--- src/rtl/sdram_arb_pkg.sv ---
// Shared types and width helpers for the SDRAM command-port arbiter.
// The FSM encoding here is also what appears on the debug state output.
package sdram_arb_pkg;

  localparam int BYTE_W = 8;

  typedef enum logic [1:0] {
    ST_IDLE  = 2'd0,
    ST_ISSUE = 2'd1,
    ST_WAIT  = 2'd2
  } state_e;

  function automatic int idx_width(input int n);
    return (n > 1) ? $clog2(n) : 1;
  endfunction

  function automatic int mask_width(input int data_w);
    return data_w / BYTE_W;
  endfunction

endpackage

--- src/rtl/rr_arbiter_core.sv ---
// Combinational rotate-priority pick: the first requester at or above rr_ptr
// wins, or only the lock owner when a lock is held.
module rr_arbiter_core
  import sdram_arb_pkg::*;
#(
  parameter int NUM_PORTS = 3,
  parameter int IDX_W     = idx_width(NUM_PORTS)
) (
  input  logic [NUM_PORTS-1:0] req_i,
  input  logic [IDX_W-1:0]     rr_ptr_i,
  input  logic                 lock_active_i,
  input  logic [IDX_W-1:0]     lock_owner_i,
  output logic [IDX_W-1:0]     winner_o,
  output logic                 any_o
);

  logic [IDX_W:0]   sum;
  logic [IDX_W-1:0] cand;

  // Scan from the farthest offset down so the nearest requester is the last one written.
  always_comb begin
    winner_o = '0;
    any_o    = 1'b0;
    sum      = '0;
    cand     = '0;
    if (lock_active_i) begin
      winner_o = lock_owner_i;
      any_o    = req_i[lock_owner_i];
    end else begin
      for (int i = NUM_PORTS - 1; i >= 0; i--) begin
        sum = {1'b0, rr_ptr_i} + (IDX_W + 1)'(i);
        if (sum >= (IDX_W + 1)'(NUM_PORTS)) sum = sum - (IDX_W + 1)'(NUM_PORTS);
        cand = sum[IDX_W-1:0];
        if (req_i[cand]) begin
          winner_o = cand;
          any_o    = 1'b1;
        end
      end
    end
  end

endmodule

--- src/rtl/sdram_port_arbiter.sv ---
// Shares one SDRAM controller command port among NUM_PORTS requesters, one
// transaction in flight at a time, round-robin with an optional timed lock.
module sdram_port_arbiter
  import sdram_arb_pkg::*;
#(
  parameter int NUM_PORTS    = 3,
  parameter int ADDR_W       = 24,
  parameter int DATA_W       = 64,
  parameter int LOCK_TIMEOUT = 64
) (
  input  logic                                   clock,
  input  logic                                   reset,
  input  logic [NUM_PORTS-1:0]                   req_valid,
  output logic [NUM_PORTS-1:0]                   req_ready,
  input  logic [NUM_PORTS-1:0]                   req_write,
  input  logic [NUM_PORTS-1:0]                   req_lock,
  input  logic [NUM_PORTS*ADDR_W-1:0]            req_addr,
  input  logic [NUM_PORTS*DATA_W-1:0]            req_wdata,
  input  logic [NUM_PORTS*mask_width(DATA_W)-1:0] req_wmask,
  output logic [NUM_PORTS-1:0]                   resp_valid,
  output logic [DATA_W-1:0]                      resp_rdata,
  output logic                                   ctl_cmd_valid,
  input  logic                                   ctl_cmd_ready,
  output logic                                   ctl_cmd_write,
  output logic [ADDR_W-1:0]                      ctl_cmd_addr,
  output logic [DATA_W-1:0]                      ctl_cmd_wdata,
  output logic [mask_width(DATA_W)-1:0]          ctl_cmd_wmask,
  input  logic                                   ctl_resp_valid,
  input  logic [DATA_W-1:0]                      ctl_resp_rdata,
  output logic [idx_width(NUM_PORTS)-1:0]        grant_id,
  output logic                                   busy,
  output logic [1:0]                             dbg_state
);

  localparam int IDX_W  = idx_width(NUM_PORTS);
  localparam int MASK_W = mask_width(DATA_W);
  localparam int TMR_W  = $clog2(LOCK_TIMEOUT + 1);

  // Handshake: a request transfers in the IDLE cycle where req_valid[i] & req_ready[i];
  // the controller command transfers on ctl_cmd_valid & ctl_cmd_ready.
  state_e              state_q;
  logic [IDX_W-1:0]    rr_ptr_q, rr_ptr_d, grant_id_q, lock_owner_q, winner;
  logic                lock_active_q, any_req, handshake, owner_idle;
  logic [TMR_W-1:0]    lock_timer_q;
  logic                cmd_valid_q, cmd_write_q, busy_q;
  logic [ADDR_W-1:0]   cmd_addr_q;
  logic [DATA_W-1:0]   cmd_wdata_q, resp_rdata_q;
  logic [MASK_W-1:0]   cmd_wmask_q;
  logic [NUM_PORTS-1:0] resp_valid_q, grant_onehot;

  rr_arbiter_core #(.NUM_PORTS(NUM_PORTS), .IDX_W(IDX_W)) u_core (
    .req_i        (req_valid),
    .rr_ptr_i     (rr_ptr_q),
    .lock_active_i(lock_active_q),
    .lock_owner_i (lock_owner_q),
    .winner_o     (winner),
    .any_o        (any_req)
  );

  always_comb begin
    req_ready = '0;
    if (state_q == ST_IDLE && any_req) req_ready[winner] = 1'b1;
  end

  always_comb begin
    grant_onehot             = '0;
    grant_onehot[grant_id_q] = 1'b1;
  end

  assign handshake  = |(req_valid & req_ready);
  assign rr_ptr_d   = (winner == IDX_W'(NUM_PORTS - 1)) ? '0 : winner + 1'b1;
  assign owner_idle = lock_active_q && (state_q == ST_IDLE) && !req_valid[lock_owner_q];

  always_ff @(posedge clock or posedge reset) begin
    if (reset) begin
      state_q       <= ST_IDLE;
      rr_ptr_q      <= '0;
      grant_id_q    <= '0;
      lock_owner_q  <= '0;
      lock_active_q <= 1'b0;
      lock_timer_q  <= '0;
      cmd_valid_q   <= 1'b0;
      cmd_write_q   <= 1'b0;
      cmd_addr_q    <= '0;
      cmd_wdata_q   <= '0;
      cmd_wmask_q   <= '0;
      busy_q        <= 1'b0;
      resp_valid_q  <= '0;
      resp_rdata_q  <= '0;
    end else begin
      resp_valid_q <= '0;
      case (state_q)
        ST_IDLE: begin
          if (handshake) begin
            cmd_write_q  <= req_write[winner];
            cmd_addr_q   <= req_addr[winner*ADDR_W +: ADDR_W];
            cmd_wdata_q  <= req_wdata[winner*DATA_W +: DATA_W];
            cmd_wmask_q  <= req_wmask[winner*MASK_W +: MASK_W];
            cmd_valid_q  <= 1'b1;
            busy_q       <= 1'b1;
            grant_id_q   <= winner;
            rr_ptr_q     <= rr_ptr_d;
            lock_timer_q <= '0;
            state_q      <= ST_ISSUE;
            if (req_lock[winner]) begin
              lock_active_q <= 1'b1;
              lock_owner_q  <= winner;
            end else if (lock_active_q && winner == lock_owner_q) begin
              lock_active_q <= 1'b0;
            end
          end else if (owner_idle) begin
            // An owner that stays quiet too long forfeits the lock.
            if (lock_timer_q == TMR_W'(LOCK_TIMEOUT - 1)) begin
              lock_active_q <= 1'b0;
              lock_timer_q  <= '0;
            end else begin
              lock_timer_q <= lock_timer_q + 1'b1;
            end
          end
        end
        ST_ISSUE: begin
          if (ctl_cmd_ready) begin
            cmd_valid_q <= 1'b0;
            state_q     <= ST_WAIT;
          end
        end
        ST_WAIT: begin
          if (ctl_resp_valid) begin
            resp_valid_q <= grant_onehot;
            resp_rdata_q <= ctl_resp_rdata;
            busy_q       <= 1'b0;
            state_q      <= ST_IDLE;
          end
        end
        default: state_q <= ST_IDLE;
      endcase
    end
  end

  assign resp_valid    = resp_valid_q;
  assign resp_rdata    = resp_rdata_q;
  assign ctl_cmd_valid = cmd_valid_q;
  assign ctl_cmd_write = cmd_write_q;
  assign ctl_cmd_addr  = cmd_addr_q;
  assign ctl_cmd_wdata = cmd_wdata_q;
  assign ctl_cmd_wmask = cmd_wmask_q;
  assign grant_id      = grant_id_q;
  assign busy          = busy_q;
  assign dbg_state     = state_q;

endmodule

--- config.mk ---
export PLATFORM = sky130hd
export DESIGN_NAME = sdram_port_arbiter
export DESIGN_NICKNAME = d
export VERILOG_FILES = /design/src/rtl/sdram_arb_pkg.sv /design/src/rtl/rr_arbiter_core.sv /design/src/rtl/sdram_port_arbiter.sv
export SDC_FILE = /design/constraint.sdc
export NUM_CORES = 1
export LEC_CHECK = 0
export CELL_PAD_IN_SITES_DETAIL_PLACEMENT = 0
export CELL_PAD_IN_SITES_GLOBAL_PLACEMENT = 1
export CORE_AREA = 2 2 207 209
export DETAILED_ROUTE_END_ITERATION = 10
export DIE_AREA = 0 0 209 211
export PLACE_DENSITY = 0.68
export SYNTH_ARGS = -nofsm -noshare
export SYNTH_HDL_FRONTEND = slang
export SYNTH_HIERARCHICAL = 1
export SYNTH_SLANG_ARGS = --single-unit
--- constraint.sdc ---
create_clock -name clock -period 13.4 [get_ports clock]
set_input_delay 2.01 -clock clock [delete_from_list [all_inputs] [get_ports clock]]
set_output_delay 2.01 -clock clock [all_outputs]
set_load 0.005 [all_outputs]
* Yosys cells after proc, flatten, opt, wreduce, memory -nomap -nowiden
Index checks and enable logic that the tools add are counted.
** Word-level totals
- Output and inout bits :: 173
- Word-level logic and storage cells :: 118
- Bits of input ports :: 365
- Flip-flop bits (word level) :: 182
** Operators by class
- Eq/ne operators :: 9
- Bitwise gates (word level) :: 1
- Reduce and logical (&&, ||, !) cells :: 21
- $mul :: 1
- Shift-type cells :: 3
- Mux-type cells :: 51
- $add $sub $neg :: 7
- Magnitude comparators :: 11
** Operators with widths (count)
- 192-bit by 9-bit variable part select with 64-bit output :: 1
- 72-bit by 8-bit variable part select with 24-bit output :: 1
- 2-bit two-way mux :: 14
- 24-bit by 6-bit variable part select with 8-bit output :: 1
- 7-bit two-way mux :: 3
- 1-bit two-way mux :: 20
- 2-bit by 3-bit < comparator with 1-bit output, second input constant :: 6
- 1-bit binary-select mux with 2-bit select :: 6
- 3-bit AND reduction :: 4
- 3-bit two-way mux :: 3
- 2-bit nonzero test :: 4
- 7-bit by 1-bit adder with 7-bit output, second input constant :: 1
- 7-bit by 6-bit == test with 1-bit output, second input constant :: 1
- 3-bit by 2-bit greater-or-equal comparator with 1-bit output, second input constant :: 2
- 1-bit logical AND :: 6
- 2-bit inequality test, second input constant :: 3
- 2-bit one-hot mux with 3 select lines :: 1
- 2-bit AND reduction :: 3
- 2-bit subtractor, second input constant :: 3
- 1-bit demux with 2-bit select :: 2
- 2-bit == test, second input constant :: 2
- 2-bit by 1-bit greater-or-equal comparator with 1-bit output, second input constant :: 2
- 2-bit by 2-bit multiplier with 4-bit output, second input constant :: 1
- 1-bit one-hot mux with 2 select lines :: 2
- other kinds (12) :: 12

* Logic depth before layout (Yosys ltp)
Gate-level depths: netlist (run 1).
- Depth after elaboration :: 19
- Mapped depth :: 14
- Gate-level depth less buffers :: 9

* By module
Netlist (run 1), hierarchy kept.
** By module, submodules not included
- sdram_port_arbiter :: cells an instance 771, instances 1, area an instance 8946.1 um2
- rr_arbiter_core :: cells an instance 36, instances 1, area an instance 259.0 um2

* Worst setup path after synthesis (run 1)
OpenSTA, ideal clock, no wires.
- Path kind :: input to output
- Start :: input req_valid[1]
- End :: output req_ready[1]
- Data required time :: 11390 ps
- Cell stages on the path :: 8
- Setup slack :: 7885 ps
- Path buffers :: 3
- Arrival :: 3505 ps
- Cell sequence :: and3b_1 a32oi_1 o31ai_1 nor2b_1 clkbuf_1 buf_2 buf_2 and2_1
** Between the ends
- Longest elaborated chain between the ends :: 11
- Elaborated cells on any way between the ends :: 23
- Those cells by class :: order compare: 2; mux: 19; reduce/logical: 2
** RTL lines
- start: declaration :: line sdram_port_arbiter.sv:13 : input logic [NUM_PORTS-1:0] req_valid,
- 1-bit binary-select mux with 2-bit select :: line rr_arbiter_core.sv:34 : if (req_i[cand]) begin
- 1-bit two-way mux (implied by the code) :: line rr_arbiter_core.sv:34
- 2-bit two-way mux (2 in a row) :: line rr_arbiter_core.sv:34
- 2-bit two-way mux (*) :: line rr_arbiter_core.sv:34
- 2-bit two-way mux (*) :: line rr_arbiter_core.sv:26 : if (lock_active_i) begin
- via winner[0] :: line sdram_port_arbiter.sv:42 : logic [IDX_W-1:0] rr_ptr_q, rr_ptr_d, grant_id_q, lock_owner_q, winner;
- 2-bit by 3-bit < comparator with 1-bit output (implied by the code) or 2-bit by 1-bit greater-or-equal comparator with 1-bit output (tied branches) :: line sdram_port_arbiter.sv:62 : if (state_q == ST_IDLE && any_req) req_ready[winner] = 1'b1;
- 1-bit logical AND (implied by the code) :: line sdram_port_arbiter.sv:62
- 1-bit two-way mux (implied by the code) :: line sdram_port_arbiter.sv:62
- 1-bit demux with 2-bit select (*) :: line sdram_port_arbiter.sv:62
- 3-bit two-way mux (*) :: line sdram_port_arbiter.sv:62
- end: declaration :: line sdram_port_arbiter.sv:14 : output logic [NUM_PORTS-1:0] req_ready,
Mark *: on every way through the listed nets, which the timed path passes. The rest lies on a longest branch. The select of a mux whose other input is x is not followed.

* Worst setup path in the final report (run 1)
- Start :: input req_valid[1]
- End :: output req_ready[2]
The elaborated chain is that of the path after synthesis.

==> metrics.md, run 1 <==
| Metric | Value |
|---|---|
| Syn_area_per_cell | `11.41 um^2` |
| Dpl ws | `6.255 ns` |
| Worst Skew | `0.01010 ns` |
| Global-route wire length before repair | `54720 um` |
| Routed via count | `8335` |
| Fmax | `0.1415 GHz` |
| Status | `finished, final reports clean` |
| Clock share of power | `15.8%` |
| Combinational power share | `55.7%` |
| Core Rows | `75` |
| Bufs on Longest Clock Path | `2` |
| Final WL | `37930 um` |
| Core Region | `41760 um^2` |
| RSZ-0062 raised after global routing | `false` |
| Clk slew on worst S/H paths | `0.07 ns` |
| Fin crit share | `52.74%` |
| Number of synthesized register bits | `182` |
| Vias/cell | `4.457` |
| CTS Buf Count | `17` |
| Req. time, crit path | `11.39 ns` |
| Placer Congestion | `0.8129` |
| Clock Root Buffer | `clkbuf_16` |
| Die H | `211 um` |
| Layout Cells excl Fill | `1870` |
| Top cells by count, synth | `182 x dfrtp_1, 113 x nand2_1, 75 x mux2i_1, 68 x mux2_2, 68 x o21ai_0` |
| Sw Ratio | `36.62%` |
| Worst slew margin | `30.16%` |
| Avg WL per Cell | `20.28 um` |
| # nets final | `1686` |
| Area leader, netlist | `dfrtp_1` |
| TritonCTS Sinks | `182` |
| PostCTS Resize Cnt | `0` |
| Initial DRT Pass Iterations | `5` |
| Post-DRT Antenna Nets | `0` |
| Synth area leaders | `dfrtp_1 49%, mux2_2 8.3%, mux2i_1 8.2%, mux2_1 7.3%, nand2_1 4.6%` |
| Largest net degree at the start of global routing | `73` |
| Mapped Cells | `807` |
| Sw power | `1.258 mW` |
| Starting Density | `22.04%` |
| Die area | `44100 um^2` |
| Synth top area share | `49.48%` |
| Post-route setup slack | `6.333 ns` |
| Gr ovfl total | `0` |
| Slew @ Worst Pin | `1.048 ns` |
| P per Cell Area | `218.8 nW/um^2` |
| CTS tree | `done` |
| Syn nets | `1176` |
| Maxcap violations | `0` |
| I/O pin cnt | `538` |
| Synth Cell Area | `9205 um^2` |
| Slowest-stage cell, CP | `clkdlybuf4s50_1` |
| Most used DFF post-synth | `dfrtp_1` |
| Setup-failing EPs final | `0` |
| Placed cells | `1837` |
| Layout cells sized above 1 | `10.68%` |
| Yosys warning total | `6` |
| Initial antenna violation count | `4` |
| CP Launch Type | `input port` |
| GR Util All Layers | `16.75%` |
| Fill count | `4207` |
| Vias in the first global route | `8877` |
| WL met2 | `19360 um` |
| Hold Buf Count CTS | `0` |
| Die width | `209 um` |
| Power, Total | `3.436 mW` |
| Post-synth EDFFs | `0` |
| Post-Route M1 WL | `14470 um` |
| Min Hold Slack | `0.4774 ns` |
| Internal power | `2.178 mW` |
| Unique masters post-synth | `59` |
| Leakage | `6.264 nW` |
| CP cell instances | `clkdlybuf4s50_1 -> and3b_1 -> a32oi_1 -> o31ai_4 -> buf_4 -> buf_4 -> nor2b_2 -> buf_4 -> and2_1 -> clkdlybuf4s50_1` |
| Design Area, Final | `15700 um^2` |
| Hold Path Class | `reg -> reg` |
| Critical path arrival | `5.06 ns` |
| Critical path capture point type | `output port` |
| Post-CTS Setup Repair Bufs | `0` |
| Post-synth ARST share | `100.0%` |
| Detail Placement HPWL | `29260 um` |
| Most frequent CP cell | `buf_4` |
| Critical-path maximum fanout | `50` |
| Post-DP Area | `15080 um^2` |
| Routed wl met3 | `3423 um` |
| Slowest stage delay, CP | `0.63 ns` |
| Detailed router's first-iteration violation count | `251` |
| H-tree levels | `4` |
| Setup CP Type | `in -> out` |
| # DRC | `0` |
| Port-buffer cells | `537` |
| Clk Latency, worst-skew pair | `0.46 ns` |
| Setup TNS | `0 ns` |
| Most common cell in the netlist | `dfrtp_1` |
| Sequential share of the synthesized area | `49.48%` |
| Area growth syn-to-layout | `70.56%` |
| Reg power frac | `28.4%` |
| Final core utilization | `37.60%` |
| Top sig layer | `met5` |
| Maximum vdd ir drop | `0.1346 mV` |
| Fin crit period | `7.067 ns` |
| Final Hold Fails | `0` |
| Slew Limit Fails | `0` |
## flip-flops by register name, indices dropped and copies added (netlist names)
signal / flops
ctl_cmd_wdata: 64
resp_rdata: 64
ctl_cmd_addr: 24
ctl_cmd_wmask: 8
lock_timer_q: 7
resp_valid: 3
dbg_state: 2
grant_id: 2
lock_owner_q: 2
rr_ptr_q: 2
busy: 1
ctl_cmd_valid: 1
ctl_cmd_write: 1
lock_active_q: 1
## final cells by class
class | count | area (um^2) | area share, %
antenna | 1 | 2.502 | 0.01594
clock buffer | 19 | 452.9 | 2.885
clock inverter | 13 | 168.9 | 1.076
inverter | 6 | 30.03 | 0.1913
multi-input combinational | 558 | 4329 | 27.57
sequential | 182 | 4554 | 29.01
tap | 539 | 674.4 | 4.295
timing repair buffer | 552 | 5488 | 34.95
## critical path, delay by kind of cell
family          cells  cell delay, ns
simple gates        3            0.53
buf+inv             5            2.12
compound gates      2            0.36
## cells by family after synthesis
group                      share of synthesized area, %
and+or+nand+nor                                   9.610
adders and majority gates                        0.5437
AOI/OAI and AO/OA                                 11.80
xor gates and xnor gates                         0.1903
muxes                                             24.47
DFF                                               49.48
buffers and inverters                             3.915
## placed cells by master, fill, tap and decap left out, types with 3 or more instances in the layout
| master | Yosys | routed |
|---|---|---|
| clkdlybuf4s50_1 | 0 | 537 |
| dfrtp_1 | 182 | 182 |
| nand2_1 | 113 | 113 |
| mux2i_1 | 75 | 75 |
| mux2_2 | 68 | 68 |
| o21ai_0 | 68 | 68 |
| mux2_1 | 60 | 60 |
| nand3_1 | 35 | 35 |
| a22oi_1 | 29 | 29 |
| o211ai_1 | 23 | 23 |
| clkbuf_16 | 0 | 17 |
| buf_4 | 4 | 15 |
| o211ai_2 | 7 | 7 |
| nand3b_1 | 5 | 5 |
| nor2_1 | 5 | 5 |
| a21oi_1 | 5 | 5 |
| inv_1 | 6 | 5 |
| mux2_4 | 4 | 4 |
| and2_1 | 4 | 4 |
| o21ai_1 | 4 | 4 |
| ha_1 | 4 | 4 |
| inv_6 | 0 | 4 |
| nor3b_1 | 3 | 3 |
| a21o_1 | 3 | 3 |
| bufinv_16 | 0 | 3 |
| clkinv_4 | 0 | 3 |
## routing by layer
layer  global-route usage [%]  vias to the layer above
met5                        0                        -
met4                    5.049                        6
met3                    6.631                       37
met2                    30.06                      355
met1                    18.14                     3998
li1                         -                     3939
## worst paths after layout
path	startpoint	end	slack (ns)	depth (start not counted)
min in group asynchronous	reset	ctl_cmd_wdata[1]	1.98	2
max	req_valid[1]	req_ready[2]	6.33	10
min reg2reg	busy	busy	0.48	2
max in group asynchronous	reset	ctl_cmd_addr[15]	10.17	3
min	busy	busy	0.48	2
max reg2reg	rr_ptr_q[0]	ctl_cmd_wmask[5]	8.44	13
## power by group through the flow
stage	combinational, mW	sequential [mW]	clock, mW
finish	1.92	0.977	0.543
global route	2.09	1.01	0.587
CTS	1.97	0.979	0.568
detailed placement	1.96	0.986	0
global placement	1.94	0.975	0
floorplan	1.01	0.985	0
Power figures use the tool's default switching activity.
==> inputs of run 2 (changes only) <==
PLACE_DENSITY = 0.71   (was 0.68)
clock period = 6.48 ns   (was 13.4 ns; I/O delays follow)
==> metrics.md, run 2 (synthesis gave the netlist of run 1 again) <==
| Metric | Value |
|---|---|
| Status | `finished, final reports clean` |
| Reg power frac | `28.9% (+0.5 points)` |
| Area of the multi-input gates | `4335 um^2 (+0.14%)` |
| Hold Buf Count CTS | `0 (unchanged)` |
| Leakage | `6.233 nW (-0.50%)` |
| Maxcap violations | `0 (unchanged)` |
| Placer Congestion | `0.7748 (-4.7%)` |
| Clock share of power | `14.6% (-1.2 points)` |
| Setup-failing EPs final | `0 (unchanged)` |
| Slew @ Worst Pin | `0.9424 ns (-0.1051 ns)` |
| Die H | `211 um (unchanged)` |
| Internal power | `4.437 mW (+100%)` |
| Post-DP Area | `15100 um^2 (+0.14%)` |
| # nets final | `1688 (+0.12%)` |
| Final WL | `36360 um (-4.1%)` |
| Avg WL per Cell | `19.46 um (-4.0%)` |
| Clk Latency, worst-skew pair | `0.45 ns (about the same)` |
| Met2 Use GR | `28.98% (-1.1 points)` |
| Area growth syn-to-layout | `69.97%` |
| Fill count | `4217 (+0.24%)` |
| Layout Cells excl Fill | `1868 (-0.11%)` |
| Combinational power share | `56.5% (+0.8 points)` |
| Most frequent cells in the layout | `537 x clkdlybuf4s50_1, 182 x dfrtp_1, 113 x nand2_1, 75 x mux2i_1` |
| H-tree levels | `4 (unchanged)` |
| CTS Buf Count | `17 (unchanged)` |
| Sequential cell area | `4554 um^2 (unchanged)` |
| Worst Skew | `0.009387 ns (-0.0007159 ns)` |
| Placed cells | `1839 (+0.11%)` |
| Starting Density | `22.04% (unchanged)` |
| Vias in the first global route | `8843 (-0.38%)` |
| Slowest-stage cell, CP | `clkdlybuf4s50_1` |
| Layout cells sized above 1 | `10.53% (-0.14 points)` |
| PostCTS Resize Cnt | `0 (unchanged)` |
| Core Rows | `75 (unchanged)` |
| Sw Ratio | `36.65% (about the same)` |
| Core Region | `41760 um^2 (unchanged)` |
| Antenna cells | `0 (-1)` |
| Critical path capture point type | `output port` |
| Fmax | `0.2152 GHz` |
| Dpl ws | `1.771 ns (-4.485 ns)` |
| Most frequent CP cell | `clkdlybuf4s50_1` |
| Worst slew margin | `37.17% (+7.0 points)` |
| Largest net degree at the start of global routing | `69 (-5.5%)` |
| Bufs on Longest Clock Path | `2 (unchanged)` |
| Initial DRT Pass Iterations | `8 (+3)` |
| Design Area, Final | `15650 um^2 (-0.34%)` |
| P per Cell Area | `447.6 nW/um^2 (+100%)` |
| Clk slew on worst S/H paths | `0.06 ns (about the same)` |
| Setup TNS | `0 ns (unchanged)` |
| Port-buffer cells | `537 (unchanged)` |
| CP Launch Type | `input port` |
| Global route hottest layer | `met2` |
| Initial antenna violation count | `3 (-1)` |
| Routed via count | `8319 (-0.19%)` |
| Slowest stage delay, CP | `0.66 ns (+0.03 ns)` |
| Fin crit share | `71.70%` |
| GR Util All Layers | `16.18% (-0.57 points)` |
| Critical path arrival | `3.67 ns (-1.39 ns)` |
| Met1 Usage GRT | `17.89% (-0.25 points)` |
| Most common cell after layout, fill and taps aside | `clkdlybuf4s50_1` |
| Detail Placement HPWL | `27790 um (-5.0%)` |
| Die area | `44100 um^2 (unchanged)` |
| CP cell instances | `clkdlybuf4s50_1 -> a21boi_0 -> o221ai_1 -> a31oi_4 -> nor2b_4 -> buf_4 -> and2_1 -> clkdlybuf4s50_1` |
| Slew Limit Fails | `0 (unchanged)` |
| TritonCTS Sinks | `182 (unchanged)` |
| Hold Path Class | `reg -> reg` |
| Final Hold Fails | `0 (unchanged)` |
| RSZ-0062 raised after global routing | `false` |
| Post-CTS Setup Repair Bufs | `0 (unchanged)` |
| Global-route wire length before repair | `53670 um (-1.9%)` |
| Met3 usage | `5.769% (-0.86 points)` |
| Critical-path maximum fanout | `32 (-36%)` |
| Clock Root Buffer | `clkbuf_16` |
| CTS tree | `done` |
| Detailed router's first-iteration violation count | `273 (+8.8%)` |
| Gr ovfl total | `0 (unchanged)` |
| Sw power | `2.567 mW (+100%)` |
| Die width | `209 um (unchanged)` |
| # DRC | `0 (unchanged)` |
| Maximum vdd ir drop | `0.1927 mV (+43%)` |
| Post-DRT Antenna Nets | `0 (unchanged)` |
| Power, Total | `7.004 mW (+100%)` |
| I/O pin cnt | `538 (unchanged)` |
| Vias/cell | `4.453 (about the same)` |
| Req. time, crit path | `5.51 ns (-5.88 ns)` |
| Fin crit period | `4.646 ns` |
| Setup CP Type | `in -> out` |
| Post-route setup slack | `1.834 ns (-4.499 ns)` |
-- run 2: cell types whose count changed in the layout (fill, tap and decap cells not counted), sizes merged, moves of 2 or more --
cell / delta
clkbuf: +3
buf: +2
inv: -4
clkinv: -2
bufinv: -2
clkinvlp: +2
-- run 2: cell type report --
class | instances | area share (%)
repair buffers | 554 | 35.17
inverters | 6 | 0.1919
well taps | 539 | 4.310
multi-input cells | 558 | 27.71
flip-flops and latches | 182 | 29.11
clock buffers | 22 | 3.031
clock inverters | 7 | 0.4798
-- run 2: stage by stage --
step                      hold WS, ns  utilization, %
after detailed placement       0.4733           36.15
after global placement         0.4656           36.15
after floorplan                0.4668               -
after CTS                      0.4884           37.47
final                          0.4842           37.47
after global routing           0.5032           37.47
-- run 2: power by group through the flow --
stage / Combinational (mW) / Sequential, mW / Clock (mW)
after CTS: 4.05 / 2.04 / 1.07
after global placement: 4.00 / 2.03 / 0
after floorplan: 2.09 / 2.04 / 0
final: 3.96 / 2.03 / 1.02
after global routing: 4.30 / 2.11 / 1.11
after detailed placement: 4.04 / 2.05 / 0
-- run 2: worst paths after layout --
path	start	to	slack, ns	depth (start not counted)
min	ctl_cmd_addr[2]	ctl_cmd_addr[2]	0.48	1
max in group asynchronous	reset	ctl_cmd_wdata[57]	4.22	3
max reg2reg	rr_ptr_q[1]	ctl_cmd_wdata[39]	2.65	11
max	req_valid[2]	req_ready[2]	1.83	8
min in group asynchronous	reset	ctl_cmd_wdata[18]	0.93	2
min reg2reg	ctl_cmd_addr[2]	ctl_cmd_addr[2]	0.48	1
-- run 2: per-layer routing --
metal | vias up | wire, um
li1 | 3930 | -
met1 | 3975 | 14210
met2 | 369 | 18420
met3 | 39 | 3051
met4 | 6 | 648
met5 | - | 35
-- run 2: critical path, delay by kind of cell --
kind | cells | cell delay [ns]
buffers and inverters | 3 | 1.54
AO/OA/AOI/OAI | 3 | 0.72
AND/OR/NAND/NOR | 2 | 0.40
